==> config.mk <==
export PLATFORM = sky130hd
export DESIGN_NAME = axis_packet_checker_400g
export DESIGN_NICKNAME = d
export VERILOG_FILES = /design/src/rtl/axis_400g_pkg.sv /design/src/rtl/axis_lfsr16.sv /design/src/rtl/axis_packet_checker_400g.sv
export SDC_FILE = /design/constraint.sdc
export NUM_CORES = 1
export LEC_CHECK = 0
export CAP_MARGIN = 5
export CORE_AREA = 2 2 485 487
export DETAILED_ROUTE_END_ITERATION = 12
export DIE_AREA = 0 0 487 489
export MAX_ROUTING_LAYER = met4
export PLACE_DENSITY = 0.3
export SLEW_MARGIN = 30
export SYNTH_ARGS = -nofsm -noshare
export SYNTH_HDL_FRONTEND = slang
export SYNTH_HIERARCHICAL = 1
export SYNTH_SLANG_ARGS = --single-unit
==> constraint.sdc <==
create_clock -name axis_aclk -period 5.1 [get_ports axis_aclk]
set_input_delay 1.02 -clock axis_aclk [delete_from_list [all_inputs] [get_ports axis_aclk]]
set_output_delay 1.02 -clock axis_aclk [all_outputs]
set_load 0.05 [all_outputs]
==> src/rtl/axis_400g_pkg.sv <==
// Shared constants, state encoding and LFSR helper for the 400G AXIS checker.
package axis_400g_pkg;

    localparam int C_AXIS_DATA_WIDTH = 1024;

    localparam int ERR_W     = 5;
    localparam int ERR_DATA  = 0;
    localparam int ERR_KEEP  = 1;
    localparam int ERR_USER  = 2;
    localparam int ERR_SHORT = 3;
    localparam int ERR_LONG  = 4;

    typedef enum logic [0:0] {
        S_IDLE = 1'b0,
        S_BODY = 1'b1
    } pkt_state_e;

    // 16-bit Fibonacci step, taps 16,14,13,11 (bit indices 15,13,12,10).
    function automatic logic [15:0] lfsr16_next(input logic [15:0] s);
        return {s[14:0], s[15] ^ s[13] ^ s[12] ^ s[10]};
    endfunction

endpackage

==> src/rtl/axis_lfsr16.sv <==
// 16-bit Fibonacci LFSR with reset seed and step enable.
module axis_lfsr16 #(
    parameter logic [15:0] G_SEED = 16'hACE1
) (
    input  logic        clk,
    input  logic        rst_n,
    input  logic        en,
    output logic [15:0] state
);
    import axis_400g_pkg::*;

    logic [15:0] state_r;

    // Reload the seed on reset, otherwise shift one step per enabled cycle
    always_ff @(posedge clk) begin
        if (!rst_n) begin
            state_r <= G_SEED;
        end else if (en) begin
            state_r <= lfsr16_next(state_r);
        end else begin
            state_r <= state_r;
        end
    end

    assign state = state_r;

endmodule

==> src/rtl/axis_packet_checker_400g.sv <==
// AXI4-Stream sink that checks incrementing-count packets and keeps statistics.
module axis_packet_checker_400g
    import axis_400g_pkg::*;
#(
    parameter int          G_AXIS_DATA_WIDTH = C_AXIS_DATA_WIDTH,
    parameter int          G_PKT_BEATS       = 64,
    parameter int          G_CNT_WIDTH       = 32,
    parameter logic [15:0] G_LFSR_SEED       = 16'hACE1
) (
    input  logic                           axis_aclk,
    input  logic                           axis_aresetn,
    input  logic                           s_axis_tvalid,
    output logic                           s_axis_tready,
    input  logic [G_AXIS_DATA_WIDTH-1:0]   s_axis_tdata,
    input  logic [G_AXIS_DATA_WIDTH/8-1:0] s_axis_tkeep,
    input  logic                           s_axis_tlast,
    input  logic                           s_axis_tuser,
    input  logic                           throttle_en,
    input  logic                           clr_stats,
    output logic [G_CNT_WIDTH-1:0]         good_pkt_cnt,
    output logic [G_CNT_WIDTH-1:0]         bad_pkt_cnt,
    output logic [ERR_W-1:0]               err_flags,
    output logic                           pkt_done
);

    localparam logic [G_CNT_WIDTH-1:0] CNT_ONE  = {{(G_CNT_WIDTH-1){1'b0}}, 1'b1};
    localparam logic [15:0]            PKT_LEN  = 16'(G_PKT_BEATS);
    localparam logic [16:0]            PKT_LEN17 = 17'(G_PKT_BEATS);

    logic [15:0]            lfsr_s;
    logic                   lfsr_unused_s;
    logic                   tready_r;
    logic                   accept_s;
    pkt_state_e             state_r, state_nxt_s;
    logic [15:0]            beat_cnt_r, beat_cnt_nxt_s, beat_cnt_inc_s, exp_s;
    logic [16:0]            total_s;
    logic [ERR_W-1:0]       beat_err_s, acc_err_s, pkt_err_r, pkt_err_nxt_s;
    logic [ERR_W-1:0]       close_err_s, close_err_r;
    logic                   close_s, close_pend_r;
    logic [G_CNT_WIDTH-1:0] good_r, bad_r;
    logic [ERR_W-1:0]       flags_r;
    logic                   done_r;

    axis_lfsr16 #(.G_SEED(G_LFSR_SEED)) u_lfsr (
        .clk   (axis_aclk),
        .rst_n (axis_aresetn),
        .en    (1'b1),
        .state (lfsr_s)
    );

    assign lfsr_unused_s = ^lfsr_s[15:1];
    assign accept_s      = s_axis_tvalid & tready_r;

    // Backpressure: registered ready from the LFSR or held high
    always_ff @(posedge axis_aclk) begin
        if (!axis_aresetn) begin
            tready_r <= 1'b0;
        end else if (throttle_en) begin
            tready_r <= lfsr_s[0];
        end else begin
            tready_r <= 1'b1;
        end
    end

    // Per-beat checks, packet error accumulation and next-state decode
    always_comb begin
        state_nxt_s    = state_r;
        beat_cnt_nxt_s = beat_cnt_r;
        pkt_err_nxt_s  = pkt_err_r;
        close_s        = 1'b0;
        close_err_s    = {ERR_W{1'b0}};
        acc_err_s      = {ERR_W{1'b0}};
        beat_err_s     = {ERR_W{1'b0}};

        // A packet's first beat is always expected to carry 0.
        if (state_r == S_BODY) begin
            exp_s = beat_cnt_r;
        end else begin
            exp_s = 16'd0;
        end

        if (beat_cnt_r == 16'hFFFF) begin
            beat_cnt_inc_s = 16'hFFFF;
        end else begin
            beat_cnt_inc_s = beat_cnt_r + 16'd1;
        end

        total_s = {1'b0, exp_s} + 17'd1;

        beat_err_s[ERR_DATA] = (s_axis_tdata != G_AXIS_DATA_WIDTH'(exp_s));
        beat_err_s[ERR_KEEP] = ~(&s_axis_tkeep);
        beat_err_s[ERR_USER] = s_axis_tuser;
        beat_err_s[ERR_LONG] = (state_r == S_BODY) && (beat_cnt_r == PKT_LEN);

        if (accept_s) begin
            case (state_r)
                S_IDLE: begin
                    beat_cnt_nxt_s = 16'd1;
                    acc_err_s      = beat_err_s;
                end
                S_BODY: begin
                    beat_cnt_nxt_s = beat_cnt_inc_s;
                    acc_err_s      = pkt_err_r | beat_err_s;
                end
                default: begin
                    beat_cnt_nxt_s = 16'd1;
                    acc_err_s      = beat_err_s;
                end
            endcase

            if (s_axis_tlast) begin
                close_s                = 1'b1;
                close_err_s            = acc_err_s;
                close_err_s[ERR_SHORT] = (total_s < PKT_LEN17);
                state_nxt_s            = S_IDLE;
                beat_cnt_nxt_s         = 16'd0;
                pkt_err_nxt_s          = {ERR_W{1'b0}};
            end else begin
                state_nxt_s   = S_BODY;
                pkt_err_nxt_s = acc_err_s;
            end
        end else begin
            state_nxt_s = state_r;
        end
    end

    // FSM state, beat counter, packet error register and close pipeline stage
    always_ff @(posedge axis_aclk) begin
        if (!axis_aresetn) begin
            state_r      <= S_IDLE;
            beat_cnt_r   <= 16'd0;
            pkt_err_r    <= {ERR_W{1'b0}};
            close_pend_r <= 1'b0;
            close_err_r  <= {ERR_W{1'b0}};
        end else begin
            state_r      <= state_nxt_s;
            beat_cnt_r   <= beat_cnt_nxt_s;
            pkt_err_r    <= pkt_err_nxt_s;
            close_pend_r <= close_s;
            close_err_r  <= close_err_s;
        end
    end

    // Statistics: count the closed packet once; a clear overrides the update
    always_ff @(posedge axis_aclk) begin
        if (!axis_aresetn) begin
            good_r  <= {G_CNT_WIDTH{1'b0}};
            bad_r   <= {G_CNT_WIDTH{1'b0}};
            flags_r <= {ERR_W{1'b0}};
            done_r  <= 1'b0;
        end else if (clr_stats) begin
            good_r  <= {G_CNT_WIDTH{1'b0}};
            bad_r   <= {G_CNT_WIDTH{1'b0}};
            flags_r <= {ERR_W{1'b0}};
            done_r  <= 1'b0;
        end else if (close_pend_r) begin
            done_r  <= 1'b1;
            flags_r <= flags_r | close_err_r;
            if (|close_err_r) begin
                bad_r <= bad_r + CNT_ONE;
            end else begin
                good_r <= good_r + CNT_ONE;
            end
        end else begin
            done_r <= 1'b0;
        end
    end

    assign s_axis_tready = tready_r;
    assign good_pkt_cnt  = good_r;
    assign bad_pkt_cnt   = bad_r;
    assign err_flags     = flags_r;
    assign pkt_done      = done_r;

endmodule

# Yosys cells after proc, flatten, opt, wreduce, memory -nomap -nowiden

Index checks and enable logic that the tools add are counted.

Flip-flop bits (word level): 115
Input bits: 1,159
Output and inout port bits: 71
Word-level logic and storage cells: 47

$add $sub $neg: 4
$lt $le $gt $ge: 1
Equality and inequality tests: 3
Mux-type cells: 10
Bitwise operators: 10
Reduce and logical (&&, ||, !) cells: 8

Operator list:

| kind                    | number |
|---|---|
| $ne A1024 B16 Y1        | 1 |
| $reduce_and A128 Y1     | 1 |
| $add A32 B1 Y32 const B | 2 |
| $mux W16                | 3 |
| $pmux W16 S2            | 1 |
| $add A16 B1 Y17 const B | 1 |
| $lt A17 B7 Y1 const B   | 1 |
| $add A16 B1 Y16 const B | 1 |
| $eq A16 B16 Y1 const B  | 1 |
| $eq A16 B7 Y1 const B   | 1 |
| $or A5 B5 Y5            | 2 |
| $pmux W5 S2             | 1 |
| $reduce_and A2 Y1       | 3 |
| $mux W5                 | 1 |
| $reduce_or A5 Y1        | 1 |
| $mux W1                 | 4 |
| $not A1 Y1              | 4 |
| $reduce_and A3 Y1       | 1 |
| $xor A1 B1 Y1           | 3 |
| $reduce_or A2 Y1        | 1 |
| $and A1 B1 Y1           | 1 |
| $logic_and A1 B1 Y1     | 1 |

# Logic depth before layout (Yosys ltp)

Gate-level depths: netlist of run 1.

Depth after elaboration: 5
Depth in mapped cells: 10
Mapped depth without buffers: 8

# Cells and area by module

The synthesis of run 1 kept the hierarchy.

By module, submodules not included:

| module                   | instances | cells each | area each (sq um) | seq. area each (sq um) |
|---|---|---|---|---|
| axis_packet_checker_400g | 1         | 970        | 7,126.8           | 1,961.9 |
| axis_lfsr16              | 1         | 54         | 630.6             | 320.3 |

# Worst setup path before layout of run 1

No wires, ideal clock.

Path kind: input to register
Start point: input s_axis_tdata[972]
End point: register pkt_err_r[0]
Data arrival time: 3.181 ns
Path slack: 1.802 ns
Stages: 6
Buffers on the path: 0
Cell sequence: or4_1 a2111o_1 or4_1 nor4_1 or4b_1 a32o_1

Word-level cells in the longest chain between the ends: 4

RTL lines:

| what                   | RTL line                        | text |
|---|---|---|
| start: declaration     | axis_packet_checker_400g.sv:14  | `input logic [G_AXIS_DATA_WIDTH-1:0] s_axis_tdata,` |
| $ne A1024 B16 Y1 (*)   | axis_packet_checker_400g.sv:90  | `beat_err_s[ERR_DATA] = (s_axis_tdata != G_AXIS_DATA_WIDTH'(exp_s));` |
| $or A5 B5 Y5           | axis_packet_checker_400g.sv:103 | `acc_err_s = pkt_err_r \| beat_err_s;` |
| $pmux W5 S2 (*)        | axis_packet_checker_400g.sv:96  | `case (state_r)` |
| $mux W5 (*)            | axis_packet_checker_400g.sv:111 | `if (s_axis_tlast) begin` |
| end signal: assignment | axis_packet_checker_400g.sv:132 | `pkt_err_r <= {ERR_W{1'b0}};` |
| end signal: assignment | axis_packet_checker_400g.sv:138 | `pkt_err_r <= pkt_err_nxt_s;` |
| end: declaration       | axis_packet_checker_400g.sv:37  | `logic [ERR_W-1:0] beat_err_s, acc_err_s, pkt_err_r, pkt_err_nxt_s;` |

Mark *: on every way between the ends. The rest lies on a longest branch, timed or not.
A chain may end at the register's enable or synchronous reset.

# Final worst setup path of run 1

Start point: input s_axis_tdata[368]
End point: register pkt_err_r[0]

The elaborated chain is that of the path after synthesis.

==> impl_metrics.json, run 1 <==
{
  "fmax_mhz": 214,
  "ir_worst_vdd_mv": 0.224,
  "avgViaCountPerCell": 2.57,
  "status": "finished clean",
  "pin_count": 1230,
  "grt-ovfl-total": 0,
  "synth-xor-area-share_pct": 6.19,
  "cts.clk_slew.worst_paths_ns": 0.06,
  "setup_violations": 0,
  "synth_edf_count": 0,
  "synth_top_family_by_area": "simple AND/OR/NAND/NOR gates",
  "clockBufferDepth": 2,
  "yosysMostFrequentCell": "nor4_1",
  "synthAdderAreaFrac_pct": 0.645,
  "cts-root-buf": "clkbuf_16",
  "p_switching_w": 0.000787,
  "post_cts_buffers": 0,
  "synth-seq-cells": 114,
  "seq_power_share_pct": 28.2,
  "drt_wl_total_um": 108000,
  "hold_path.class": "flip-flop to flip-flop",
  "vias": 13900,
  "synthCells": 1024,
  "utilization_pct": 10.6,
  "r2r_cells": 7,
  "cp_max_fo": 2,
  "relSlewSlack_pct": 21.7,
  "synth_compound_gate_area_share_pct": 9.81,
  "gp_congestion": 0.870,
  "synth_fp_nets": 2187,
  "synthArstFlopShare_pct": 0,
  "grt_first_pass_wirelength_um": 137000,
  "ys_seq_area_share_pct": 29.4,
  "postSynthAreaPerCell_um2": 7.58,
  "synthTopCellsByCount": "nor4_1, dfxtp_1, nand4_1",
  "cts_buffers": 17,
  "groute.usage.overall_pct": 8.86,
  "die_x_um": 487,
  "path_class": "input port to flip-flop",
  "ant_nets": 0,
  "hold_depth": 2,
  "drive_above_1_share_pct": 4.87,
  "routed_wire_length_per_instance_um": 20.1,
  "postCtsHoldBufs": 0,
  "power_frac_comb_pct": 36.0,
  "cp.arrival_ns": 5.01,
  "yosysWarnings": 6,
  "slew_violations": 0,
  "p_int_w": 0.00246,
  "period_share_pct": 91.8,
  "core_area_um2": 234000,
  "crit_required_ns": 5.43,
  "htree_levels": 4,
  "rows": 178,
  "syn_to_final_growth_pct": 220,
  "grt_antenna_before_repair": 44,
  "finClkSkew_ns": 0.0109,
  "fp.dieH_um": 489,
  "ys_top_cells_by_area": "dfxtp_1, nor4_1, nand4_1",
  "synth_top_area_share_pct": 29.4,
  "io_buffers": 1229,
  "insertion_delay_ns": 0.44,
  "min_period_ns": 4.68,
  "ys_types": 57,
  "critPathLaunchType": "input port",
  "yosys.area_share.simple_pct": 47.9,
  "grt_max_degree": 34,
  "die_area_um2": 238000,
  "hold_violations": 0,
  "drv_cap": 0,
  "power.density_nw_per_um2": 131,
  "syn_area_um2": 7760,
  "synth_flop_cell": "dfxtp_1",
  "power_frac_clock_pct": 35.8,
  "worst_pin_slew_ns": 1.16,
  "cts_tree": "done",
  "grt_pass1_vias": 15300,
  "p_leak_nw": 7.20,
  "nets": 3453,
  "p_sw_share_pct": 24.3,
  "initial_utilization_pct": 3.32,
  "cp-end-kind": "flip-flop",
  "cts_resized": 0,
  "fin_tns_setup_ns": 0,
  "first_iter_violations": 477,
  "cts.sink_count": 114,
  "synth_mux_area_share_pct": 2.19,
  "hpwlAfterDp_um": 101000,
  "drc": 0,
  "rsz0062_at_grt": "false",
  "synth_area_leader_cell": "dfxtp_1",
  "dr.pass1.iters": 5
}
## cells in the final DEF, fill, tap and decap left out, types with 9 or more instances in the layout
master	n
and3_1	14
or4_1	10
nor2_1	82
clkbuf_16	17
dfxtp_1	114
a21oi_1	33
o21ai_0	46
inv_1	26
nor4_2	14
xor2_1	29
nor2b_1	15
clkdlybuf4s50_1	1229
buf_4	53
nand3_1	32
nor4_1	258
and2_1	9
nor3_1	10
nand2_1	58
or3_1	10
mux2i_1	17
xnor2_1	24
nand4_1	106
diode_2	27
## critical path, stage by stage
cell and delay [ns]:
clkdlybuf4s50_1 0.54, nor4_1 0.93, nand4_1 0.43, nor4_1 0.37
nand2_1 0.22, or4_1 0.64, or4b_1 0.62, a32o_1 0.23
## power groups by stage
stage | Sequential (W) | Combinational (W) | Clock, W
detailed placement | 0.000934 | 0.00118 | 0
global placement | 0.000934 | 0.00118 | 0
global route | 0.000916 | 0.00123 | 0.00125
floorplan | 0.000934 | 0.000101 | 0
finish | 0.000914 | 0.00117 | 0.00116
CTS | 0.000914 | 0.00119 | 0.00122
## flip-flops by register name, indices dropped and copies added, names as in the netlist
register	flops
bad_pkt_cnt	32
beat_cnt_r	16
close_err_r	5
close_pend_r	1
err_flags	5
good_pkt_cnt	32
pkt_done	1
pkt_err_r	4
s_axis_tready	1
state_r	1
u_lfsr/state	16
## through the flow
step | hold slack [ns] | setup WS [ns] | instance area, um^2 | power (W) | instances
3_5_place_dp | 0.463 | 0.00341 | 24200 | 0.00212 | 5331
5_1_grt | 0.501 | 0.376 | 24800 | 0.00339 | 5384
3_3_place_gp | 0.457 | -0.370 | 24100 | 0.00211 | 5329
4_1_cts | 0.476 | 0.478 | 24800 | 0.00332 | 5361
2_1_floorplan | 0.444 | 1.80 | 7760 | 0.00103 | 1024
6_report | 0.468 | 0.418 | 24800 | 0.00324 | 5388
## cell type report
type | instances | area, um^2
antenna | 27 | 67.6
clock buffer | 22 | 484
clock inverter | 8 | 80.1
fill | 27000 | 209000
inverter | 26 | 97.6
multi-input combinational | 848 | 5290
sequential | 114 | 2280
tap | 3060 | 3830
timing repair buffer | 1283 | 12700
## final timing paths
kind | from | end | slack (ns)
worst max-delay path | s_axis_tdata[368] | pkt_err_r[0]$_SDFFE_PN0P_ | 0.42
worst max register to register | beat_cnt_r[5]$_SDFFE_PN0P_ | pkt_err_r[0]$_SDFFE_PN0P_ | 1.88
worst min-delay path | err_flags[4]$_SDFFE_PP0P_ | err_flags[4]$_SDFFE_PP0P_ | 0.47
worst min register to register | err_flags[4]$_SDFFE_PP0P_ | err_flags[4]$_SDFFE_PP0P_ | 0.47
## layer usage
layer  vias up  GRT usage (%)  part of all wire (%)
met4         0           3.61                   4.1
li1       6685              -                     -
met5         -              -                     0
met2       732           16.4                    53
met3        96           1.88                   6.0
met1      6338           9.02                    37
## cell families (layout without fill, tap and decap cells)
group / count (synthesis) / after routing
other: 1 / 28
AO/OA/AOI/OAI: 124 / 124
adder cells (fa/ha/maj): 4 / 4
AND/OR/NAND/NOR: 648 / 648
XOR/XNOR: 54 / 54
buffers and inverters: 62 / 1339
multiplexers: 17 / 17
flip-flops: 114 / 114
(Power assumes the default switching activity.)
==> inputs of run 2 (changes only) <==
- ABC_CLOCK_PERIOD_IN_PS: not set -> 5100
- CELL_PAD_IN_SITES_DETAIL_PLACEMENT: not set -> 0
- CELL_PAD_IN_SITES_GLOBAL_PLACEMENT: not set -> 1
- CORE_AREA: 2 2 485 487 -> 2 2 482 484
- DIE_AREA: 0 0 487 489 -> 0 0 484 486
==> run 2 against run 1 <==
  * Sequential power barely moved
  * Clock skew hardly changed
  * Clock-buffer cell count down 3
  * Design area is 0.34% lower
  * Largest power group is now the clock network
  * Hold slack worse by 0.0021 ns
  * Via count is 0.61% lower
  * Die area decreased by 1.2%
  * Critical path type unchanged
  * Critical endpoint unchanged
==> impl_metrics.json, run 2 (synthesis results as in run 1) <==
{
  "gp_congestion": 0.917,
  "rows": 176,
  "hold_depth": 2,
  "numPlacedInstances": 5293,
  "path_class": "input port to flip-flop",
  "grt_antenna_before_repair": 35,
  "ir_worst_vdd_mv": 0.256,
  "grt_max_degree": 32,
  "cts-root-buf": "clkbuf_16",
  "cp_max_fo": 2,
  "die_x_um": 484,
  "first_iter_violations": 485,
  "r2r_slack_ns": 2.01,
  "wl_met1_um": 44300,
  "hold_path.class": "flip-flop to flip-flop",
  "postCtsHoldBufs": 0,
  "drv_cap": 0,
  "finClkSkew_ns": 0.0110,
  "critPathLaunchType": "input port",
  "grt-ovfl-total": 0,
  "nets": 3449,
  "r2r_cells": 7,
  "crit_required_ns": 5.45,
  "period_share_pct": 86.7,
  "status": "finished clean",
  "ant_nets": 0,
  "rsz0062_at_grt": "false",
  "dr.pass1.iters": 4,
  "insertion_delay_ns": 0.46,
  "setup_violations": 0,
  "hpwlAfterDp_um": 106000,
  "slew_violations": 0,
  "grt_pass1_vias": 15200,
  "groute.usage.overall_pct": 9.50,
  "cp-end-kind": "flip-flop",
  "p_leak_nw": 7.20,
  "cts_resized": 0,
  "final_common_cell": "clkdlybuf4s50_1",
  "hold_violations": 0,
  "drc": 0,
  "holdPathEnd": "err_flags[4]$_SDFFE_PP0P_",
  "route.met3.wl_um": 5880,
  "fp.dieH_um": 486,
  "min_period_ns": 4.42,
  "drive_above_1_share_pct": 4.57,
  "routed_wire_length_per_instance_um": 21.3,
  "fin_tns_setup_ns": 0,
  "power.density_nw_per_um2": 137,
  "relSlewSlack_pct": 21.8,
  "met2WireLength_um": 61300,
  "worstHoldStart": "err_flags[4]$_SDFFE_PP0P_",
  "cp.arrival_ns": 4.77,
  "fin_total_pwr_w": 0.00340,
  "io_buffers": 1229,
  "avgViaCountPerCell": 2.58,
  "clockBufferDepth": 2,
  "syn_to_final_growth_pct": 219,
  "fin_cells": 5342,
  "core_area_um2": 229000,
  "r2r-end": "pkt_err_r[0]$_SDFFE_PN0P_",
  "utilization_pct": 10.8,
  "r2r_start": "beat_cnt_r[14]$_SDFFE_PN0P_",
  "final_cell_mix": "clkdlybuf4s50_1, nor4_1, dfxtp_1, nand4_1, nor2_1",
  "cts.sink_count": 114,
  "top_layer": "met4",
  "cts_tree": "done",
  "htree_levels": 4,
  "cts.clk_slew.worst_paths_ns": 0.05,
  "initial_utilization_pct": 3.38,
  "post_cts_buffers": 0,
  "pin_count": 1230,
  "drt_wl_total_um": 114000,
  "die_area_um2": 235000,
  "worst_pin_slew_ns": 1.16,
  "vias": 13800,
  "cts_buffers": 17,
  "fmax_mhz": 226,
  "grt_first_pass_wirelength_um": 144000
}
run 2: routing by layer:
metal	up-vias	GRT usage, %
li1	6684	-
met1	6298	10.3
met2	714	17.9
met3	71	1.84
met4	0	1.94
met5	-	-
run 2: through the flow:
stage / area, um^2 / hold WS, ns / worst slack, ns
after CTS: 24700 / 0.477 / 0.300
after detailed placement: 24100 / 0.462 / -0.204
final: 24800 / 0.466 / 0.680
after global placement: 24100 / 0.455 / -0.119
after floorplan: 7760 / 0.444 / 1.80
after global routing: 24700 / 0.518 / 0.488
run 2: cell type report:
| class | instances | area [um^2] |
|---|---|---|
| clock buffer | 19 | 443 |
| fill | 26600 | 205000 |
| sequential | 114 | 2280 |
| multi-input combinational | 848 | 5240 |
| tap | 3026 | 3790 |
| timing repair buffer | 1279 | 12700 |
| antenna | 17 | 42.5 |
| clock inverter | 13 | 183 |
| inverter | 26 | 97.6 |
run 2: worst max path at each step:
stage | start | to | cells past startpoint
detailed placement | s_axis_tdata[584] | pkt_err_r[0]$_SDFFE_PN0P_ | 10
CTS | s_axis_tdata[584] | pkt_err_r[0]$_SDFFE_PN0P_ | 10
global route | s_axis_tdata[530] | pkt_err_r[0]$_SDFFE_PN0P_ | 9
floorplan | s_axis_tdata[972] | pkt_err_r[0]$_SDFFE_PN0P_ | 6
finish | s_axis_tdata[544] | pkt_err_r[0]$_SDFFE_PN0P_ | 9
global placement | s_axis_tdata[584] | pkt_err_r[0]$_SDFFE_PN0P_ | 10
run 2: power breakdown:
| part | internal (W) | switching, W | total, W | leakage (nW) |
|---|---|---|---|---|
| clock | 0.000828 | 0.000499 | 0.00133 | 0.296 |
| sequential | 0.000904 | 0.0000105 | 0.000914 | 0.923 |
| combinational | 0.000836 | 0.000319 | 0.00116 | 5.98 |
run 2: critical path: stages:
cell and delay (ns):
clkdlybuf4s50_1 0.40, nor4_1 0.94, nand4_1 0.23, nor4_1 0.37
nand2_1 0.17, or4_1 0.63, buf_4 0.19, or4b_1 0.58
a32o_1 0.23
==> inputs of run 3 (changes only) <==
- ABC_CLOCK_PERIOD_IN_PS: 5100 -> not set
==> results of run 3 <==
The final DEF is identical to that of run 2; final timing and power are the same.
